==> src/rtl/conware_frame_engine.sv <==
// Multi-generation Game of Life engine: AXI-Stream frame in, N generations on a bit grid, frame out.
// Define CONWARE_TORUS_EN for toroidal (wrap-around) edges; otherwise off-grid cells are dead.
module conware_frame_engine #(
  parameter int unsigned DWIDTH = 32,
  parameter int unsigned WIDTH  = 8,
  parameter int unsigned HEIGHT = 8,
  parameter int unsigned GEN_W  = 8
) (
  input  logic              clk,
  input  logic              rstn,
  input  logic [DWIDTH-1:0] alive_color,
  input  logic [DWIDTH-1:0] dead_color,
  input  logic [GEN_W-1:0]  generations,
  input  logic [DWIDTH-1:0] S_AXIS_TDATA,
  input  logic              S_AXIS_TVALID,
  input  logic              S_AXIS_TLAST,
  output logic              S_AXIS_TREADY,
  output logic [DWIDTH-1:0] M_AXIS_TDATA,
  output logic              M_AXIS_TVALID,
  output logic              M_AXIS_TLAST,
  input  logic              M_AXIS_TREADY,
  output logic              busy,
  output logic              frame_err
);

  localparam int unsigned N     = WIDTH * HEIGHT;
  localparam int unsigned IDX_W = $clog2(N);
  localparam int unsigned ROW_W = $clog2(HEIGHT);
  localparam logic [IDX_W-1:0] LAST_IDX = IDX_W'(N - 1);
  localparam logic [IDX_W-1:0] PREV_IDX = IDX_W'(N - 2);
  localparam logic [ROW_W-1:0] LAST_ROW = ROW_W'(HEIGHT - 1);

`ifdef CONWARE_TORUS_EN
  localparam bit TORUS = 1'b1;
`else
  localparam bit TORUS = 1'b0;
`endif

  typedef enum logic [1:0] {ST_LOAD, ST_COMPUTE, ST_DRAIN} state_t;

  state_t             state;
  logic [IDX_W-1:0]   idx;
  logic [ROW_W-1:0]   row;
  logic [GEN_W-1:0]   gen_cnt;
  logic [N-1:0]       cur;
  logic [N-1:0]       nxt;
  logic               s_tready_q;
  logic               m_tvalid_q;
  logic               m_tlast_q;
  logic               frame_err_q;

  logic               pix_alive;
  logic               s_hs;
  logic               m_hs;
  logic [GEN_W-1:0]   gens_eff;
  logic [N-1:0]       load_grid;
  logic [ROW_W-1:0]   row_up_idx;
  logic [ROW_W-1:0]   row_dn_idx;
  logic [WIDTH-1:0]   row_up;
  logic [WIDTH-1:0]   row_mid;
  logic [WIDTH-1:0]   row_dn;
  logic [WIDTH+1:0]   ext_up;
  logic [WIDTH+1:0]   ext_mid;
  logic [WIDTH+1:0]   ext_dn;
  logic [3:0]         cnt;
  logic [WIDTH-1:0]   new_row;
  logic [N-1:0]       nxt_c;

  assign pix_alive = (S_AXIS_TDATA == alive_color);
  assign s_hs      = (state == ST_LOAD) && s_tready_q && S_AXIS_TVALID;
  assign m_hs      = m_tvalid_q && M_AXIS_TREADY;
  // generations is latched on beat 0, so a frame ending on beat 0 must use the port directly
  assign gens_eff  = (idx == '0) ? generations : gen_cnt;

  assign S_AXIS_TREADY = s_tready_q;
  assign M_AXIS_TVALID = m_tvalid_q;
  assign M_AXIS_TLAST  = m_tlast_q;
  assign M_AXIS_TDATA  = m_tvalid_q ? (cur[idx] ? alive_color : dead_color) : '0;
  assign busy          = (state != ST_LOAD);
  assign frame_err     = frame_err_q;

  // Grid after the current input beat; an early TLAST clears every later cell
  always_comb begin
    load_grid = cur;
    for (int i = 0; i < N; i++) begin
      if (IDX_W'(i) == idx) begin
        load_grid[i] = pix_alive;
      end else if (S_AXIS_TLAST && (IDX_W'(i) > idx)) begin
        load_grid[i] = 1'b0;
      end
    end
  end

  // Fetch rows r-1, r, r+1 of the current generation
  always_comb begin
    row_up_idx = (row == '0) ? LAST_ROW : row - ROW_W'(1);
    row_dn_idx = (row == LAST_ROW) ? '0 : row + ROW_W'(1);
    row_up  = '0;
    row_mid = '0;
    row_dn  = '0;
    for (int r = 0; r < HEIGHT; r++) begin
      if (ROW_W'(r) == row)        row_mid = cur[r*WIDTH +: WIDTH];
      if (ROW_W'(r) == row_up_idx) row_up  = cur[r*WIDTH +: WIDTH];
      if (ROW_W'(r) == row_dn_idx) row_dn  = cur[r*WIDTH +: WIDTH];
    end
    if (!TORUS && (row == '0))      row_up = '0;
    if (!TORUS && (row == LAST_ROW)) row_dn = '0;
  end

  // Bit 0 of each extended row is column -1, bit WIDTH+1 is column WIDTH
  always_comb begin
    if (TORUS) begin
      ext_up  = {row_up[0],  row_up,  row_up[WIDTH-1]};
      ext_mid = {row_mid[0], row_mid, row_mid[WIDTH-1]};
      ext_dn  = {row_dn[0],  row_dn,  row_dn[WIDTH-1]};
    end else begin
      ext_up  = {1'b0, row_up,  1'b0};
      ext_mid = {1'b0, row_mid, 1'b0};
      ext_dn  = {1'b0, row_dn,  1'b0};
    end
  end

  // B3/S23 for one row
  always_comb begin
    cnt     = '0;
    new_row = '0;
    for (int c = 0; c < WIDTH; c++) begin
      cnt = 4'(ext_up[c]) + 4'(ext_up[c+1]) + 4'(ext_up[c+2])
          + 4'(ext_mid[c])                  + 4'(ext_mid[c+2])
          + 4'(ext_dn[c]) + 4'(ext_dn[c+1]) + 4'(ext_dn[c+2]);
      new_row[c] = (cnt == 4'd3) || ((cnt == 4'd2) && ext_mid[c+1]);
    end
  end

  always_comb begin
    nxt_c = nxt;
    for (int r = 0; r < HEIGHT; r++) begin
      if (ROW_W'(r) == row) nxt_c[r*WIDTH +: WIDTH] = new_row;
    end
  end

  // Frame FSM: LOAD -> COMPUTE -> DRAIN -> LOAD, with gens==0 skipping COMPUTE
  always_ff @(posedge clk or negedge rstn) begin
    if (!rstn) begin
      state       <= ST_LOAD;
      idx         <= '0;
      row         <= '0;
      gen_cnt     <= '0;
      cur         <= '0;
      nxt         <= '0;
      s_tready_q  <= 1'b0;
      m_tvalid_q  <= 1'b0;
      m_tlast_q   <= 1'b0;
      frame_err_q <= 1'b0;
    end else begin
      frame_err_q <= 1'b0;
      case (state)
        ST_LOAD: begin
          s_tready_q <= 1'b1;
          if (s_hs) begin
            cur <= load_grid;
            if (idx == '0) gen_cnt <= generations;
            if ((idx == LAST_IDX) || S_AXIS_TLAST) begin
              frame_err_q <= (idx != LAST_IDX) || !S_AXIS_TLAST;
              s_tready_q  <= 1'b0;
              idx         <= '0;
              row         <= '0;
              if (gens_eff == '0) begin
                state      <= ST_DRAIN;
                m_tvalid_q <= 1'b1;
                m_tlast_q  <= 1'b0;
              end else begin
                state <= ST_COMPUTE;
              end
            end else begin
              idx <= idx + IDX_W'(1);
            end
          end
        end
        ST_COMPUTE: begin
          nxt <= nxt_c;
          if (row == LAST_ROW) begin
            cur     <= nxt_c;
            row     <= '0;
            gen_cnt <= gen_cnt - GEN_W'(1);
            if (gen_cnt == GEN_W'(1)) begin
              state      <= ST_DRAIN;
              m_tvalid_q <= 1'b1;
              m_tlast_q  <= 1'b0;
            end
          end else begin
            row <= row + ROW_W'(1);
          end
        end
        ST_DRAIN: begin
          if (m_hs) begin
            if (idx == LAST_IDX) begin
              state      <= ST_LOAD;
              idx        <= '0;
              m_tvalid_q <= 1'b0;
              m_tlast_q  <= 1'b0;
              s_tready_q <= 1'b1;
            end else begin
              idx       <= idx + IDX_W'(1);
              m_tlast_q <= (idx == PREV_IDX);
            end
          end
        end
        default: begin
          state <= ST_LOAD;
        end
      endcase
    end
  end

endmodule

==> config.mk <==
export PLATFORM = sky130hd
export DESIGN_NAME = conware_frame_engine
export DESIGN_NICKNAME = d
export VERILOG_FILES = /design/src/rtl/conware_frame_engine.sv
export SDC_FILE = /design/constraint.sdc
export NUM_CORES = 1
export LEC_CHECK = 0
export CAP_MARGIN = 5
export CORE_MARGIN = 1
export CORE_UTILIZATION = 39
export CTS_CLUSTER_SIZE = 40
export DETAILED_ROUTE_END_ITERATION = 12
export PLACE_DENSITY = 0.59
export SLEW_MARGIN = 20
export SYNTH_ARGS = -nofsm -noshare
export SYNTH_HDL_FRONTEND = slang
export SYNTH_SLANG_ARGS = --single-unit
export TNS_END_PERCENT = 30
==> constraint.sdc <==
create_clock -name clk -period 9 [get_ports clk]
set_input_delay 2.7 -clock clk [delete_from_list [all_inputs] [get_ports clk]]
set_output_delay 2.7 -clock clk [all_outputs]
set_load 0.02 [all_outputs]
==> run summary <==
status -> finished clean
number of detailed-route iterations in the first pass -> 6
Setup Viol. Count Final -> 0
Starting DRT DRC Count -> 1739
Final Hold Fails -> 0
top-count cell post-synth -> nand2_1
Worst Hold Class -> reg2reg
DIE HEIGHT -> 187 um
WL/cell -> 26.0 um
via count -> 14158
P&R area growth vs syn -> 18.2%
Relative slew margins -> 0.264
DRC Markers -> 0
Die Wd -> 187 um
CTS H-tree lvls -> 4
register bit total from synthesis -> 145
clk root buf -> clkbuf_16
Layout Nets -> 1910
synthesized area -> 0.0133 mm2
Post-CTS Setup Bufs -> 0
Worst Tran Pin Value -> 1100 ps
IO Count -> 146
Tcrit/Tclk final -> 0.794
initial antenna violation count -> 1
final-report max-slew violation count -> 0
Cells after Synth -> 1673
ranking of synthesized cells by area -> dfrtp_1 (27%), nand2_1 (7.7%), a21oi_1 (4.4%)
cell mode on critical path -> fa_1
total negative slack -> 0 ps
Mapped Avg Cell Area -> 7.96 um2
CTS tree -> done
global-route wire length before repair -> 87200 um
register area share after synthesis -> 0.272
critical path required time -> 9340 ps
Netlist cell types -> 87
CP max stage cell -> ha_1
RSZ-0062 raised after global routing -> false
total die area -> 0.0349 mm2
endpoint class of the critical path -> flop
critical path type -> reg2reg
Core ar. -> 0.0335 mm2
final wirelength -> 57400 um
num rows -> 67
post-synth top area cell -> dfrtp_1
most common flop cell mapped by yosys -> dfrtp_1
synth cell count leaders -> nand2_1 (274), dfrtp_1 (145), nor2_1 (128)
CP Cell Sequence -> clkinv_1, ha_1, inv_1, or3_1, a211oi_1, o221ai_1, fa_1, fa_1, inv_1, fa_1, ha_1, fa_1, or2_2, o21ai_0, nand3_1, or3_1, o311a_1, o31ai_1
post-synth top area share -> 0.272
CTS Sinks -> 145
slowest stage delay, CP -> 830 ps
largest net degree at the start of global routing -> 93
vias in the first global route -> 13648
clock transition at the registers of the reported paths -> 70 ps
Ys Warns -> 0
port bufs -> 145
initial core utilization -> 0.397
DP Wirelength -> 42000 um
Tot GR Track Use -> 0.328
Post-synth ARST share -> 1.00
proportion of layout cells with a drive suffix above 1 -> 0.0828
cts repair resizes -> 0
CP Launch Type -> flop
critical path fanouts, max -> 18
Vias per Instance -> 6.43
GP Congestion -> 0.972
hold-fix buffers at CTS -> 0
clk_lat worst skew -> 440 ps
Post-synth EDFFs -> 0
fmax -> 0.140 GHz
syn_nets -> 1844
max-cap violations -> 0
WP data arrival -> 7480 ps
DRT antenna net count -> 0
minimum clock period -> 7140 ps
TritonCTS Buffers -> 17
Max clock buf depth -> 2
grt total ovfl -> 0
Worst Skew -> 10.9 ps
cells by family (layout without fill, tap and decap cells):
kind of cell,count (synthesis),count (layout),synth area share
AOI/OAI and AO/OA,526,526,0.272
xor gates and xnor gates,30,30,0.0197
adders and majority gates,62,62,0.0740
buffers and inverters,201,280,0.0602
DFF,145,145,0.272
muxes,80,80,0.0825
other,0,3,0
and+or+nand+nor,629,629,0.219
layout make-up:
cell class	count	area, um2
timing repair buffer	187	1790
sequential	145	3630
fill	3312	17800
clock inverter	10	134
antenna	3	7.51
tap	448	561
multi-input combinational	1327	8920
clock buffer	22	474
inverter	61	229
placed cells by master (no fill, tap or decap), types with 13 or more instances in the layout:
cell             count
or2_2               14
nor3_1              24
inv_1               59
xnor2_1             28
a21o_1              24
nand2b_1            18
a21oi_1            116
nand2_1            274
dfrtp_1            144
mux4_2              23
a211oi_1            16
o221ai_1            16
clkdlybuf4s50_1    144
fa_1                28
and2_1              15
ha_1                33
and3_1              14
nand4_1             29
a31oi_1             31
buf_4               41
o32a_1              13
mux2i_1             49
a22oi_1             14
o211ai_1            25
o21ai_0            102
nand3b_1            13
nand3_1             34
nor2_1             127
clkbuf_16           17
nor2b_1             26
registers in the layout, summed over array words and instances (netlist names):
register       cells
idx                6
S_AXIS_TREADY      1
frame_err          1
nxt               58
cur               64
gen_cnt            8
row                3
state              2
M_AXIS_TVALID      1
M_AXIS_TLAST       1
worst max-delay path: cells and delay by family (launching register included):
kind	cells	cell delay (ps)
compound gates	5	1260
fa+ha+maj	6	3060
buf+inv	3	640
flops	1	350
simple gates	4	1720
metal layers:
layer	vias to the layer above	global-route usage	part of all wire
met3	198	0.0671	0.10
li1	6279	-	-
met2	806	0.493	0.44
met1	6875	0.446	0.41
met5	-	0	0
met4	0	0.165	0.049
path summary, 6_finish.rpt:
path | from | end | slack (ps) | cells after the start
setup / recovery | row[0]$_DFFE_PN0P_ | cur[52]$_DFFE_PN0P_ | 1860 | 18
hold / removal | nxt[23]$_DFFE_PN0P_ | nxt[23]$_DFFE_PN0P_ | 480 | 2
min in group asynchronous | rstn | gen_cnt[0]$_DFFE_PN0P_ | 2370 | 1
hold reg to reg | nxt[23]$_DFFE_PN0P_ | nxt[23]$_DFFE_PN0P_ | 480 | 2
setup reg to reg | row[0]$_DFFE_PN0P_ | cur[52]$_DFFE_PN0P_ | 1860 | 18
max in group asynchronous | rstn | cur[53]$_DFFE_PN0P_ | 5330 | 2
per-stage QoR:
stage | hold WS [ps] | util | instance area, um2 | setup slack [ps] | std cells
global route | 490 | 0.469 | 15700 | 1580 | 2201
detailed placement | 463 | 0.450 | 15100 | 2020 | 2167
finish | 478 | 0.470 | 15700 | 1860 | 2203
global placement | 456 | 0.450 | 15100 | 2080 | 2167
floorplan | 441 | - | 13300 | 2760 | 1673
CTS | 479 | 0.469 | 15700 | 1790 | 2199
Power is left out: the tool's default activity adds up to more than one toggle a clock period on the data nets, which glitch-free logic cannot reach.
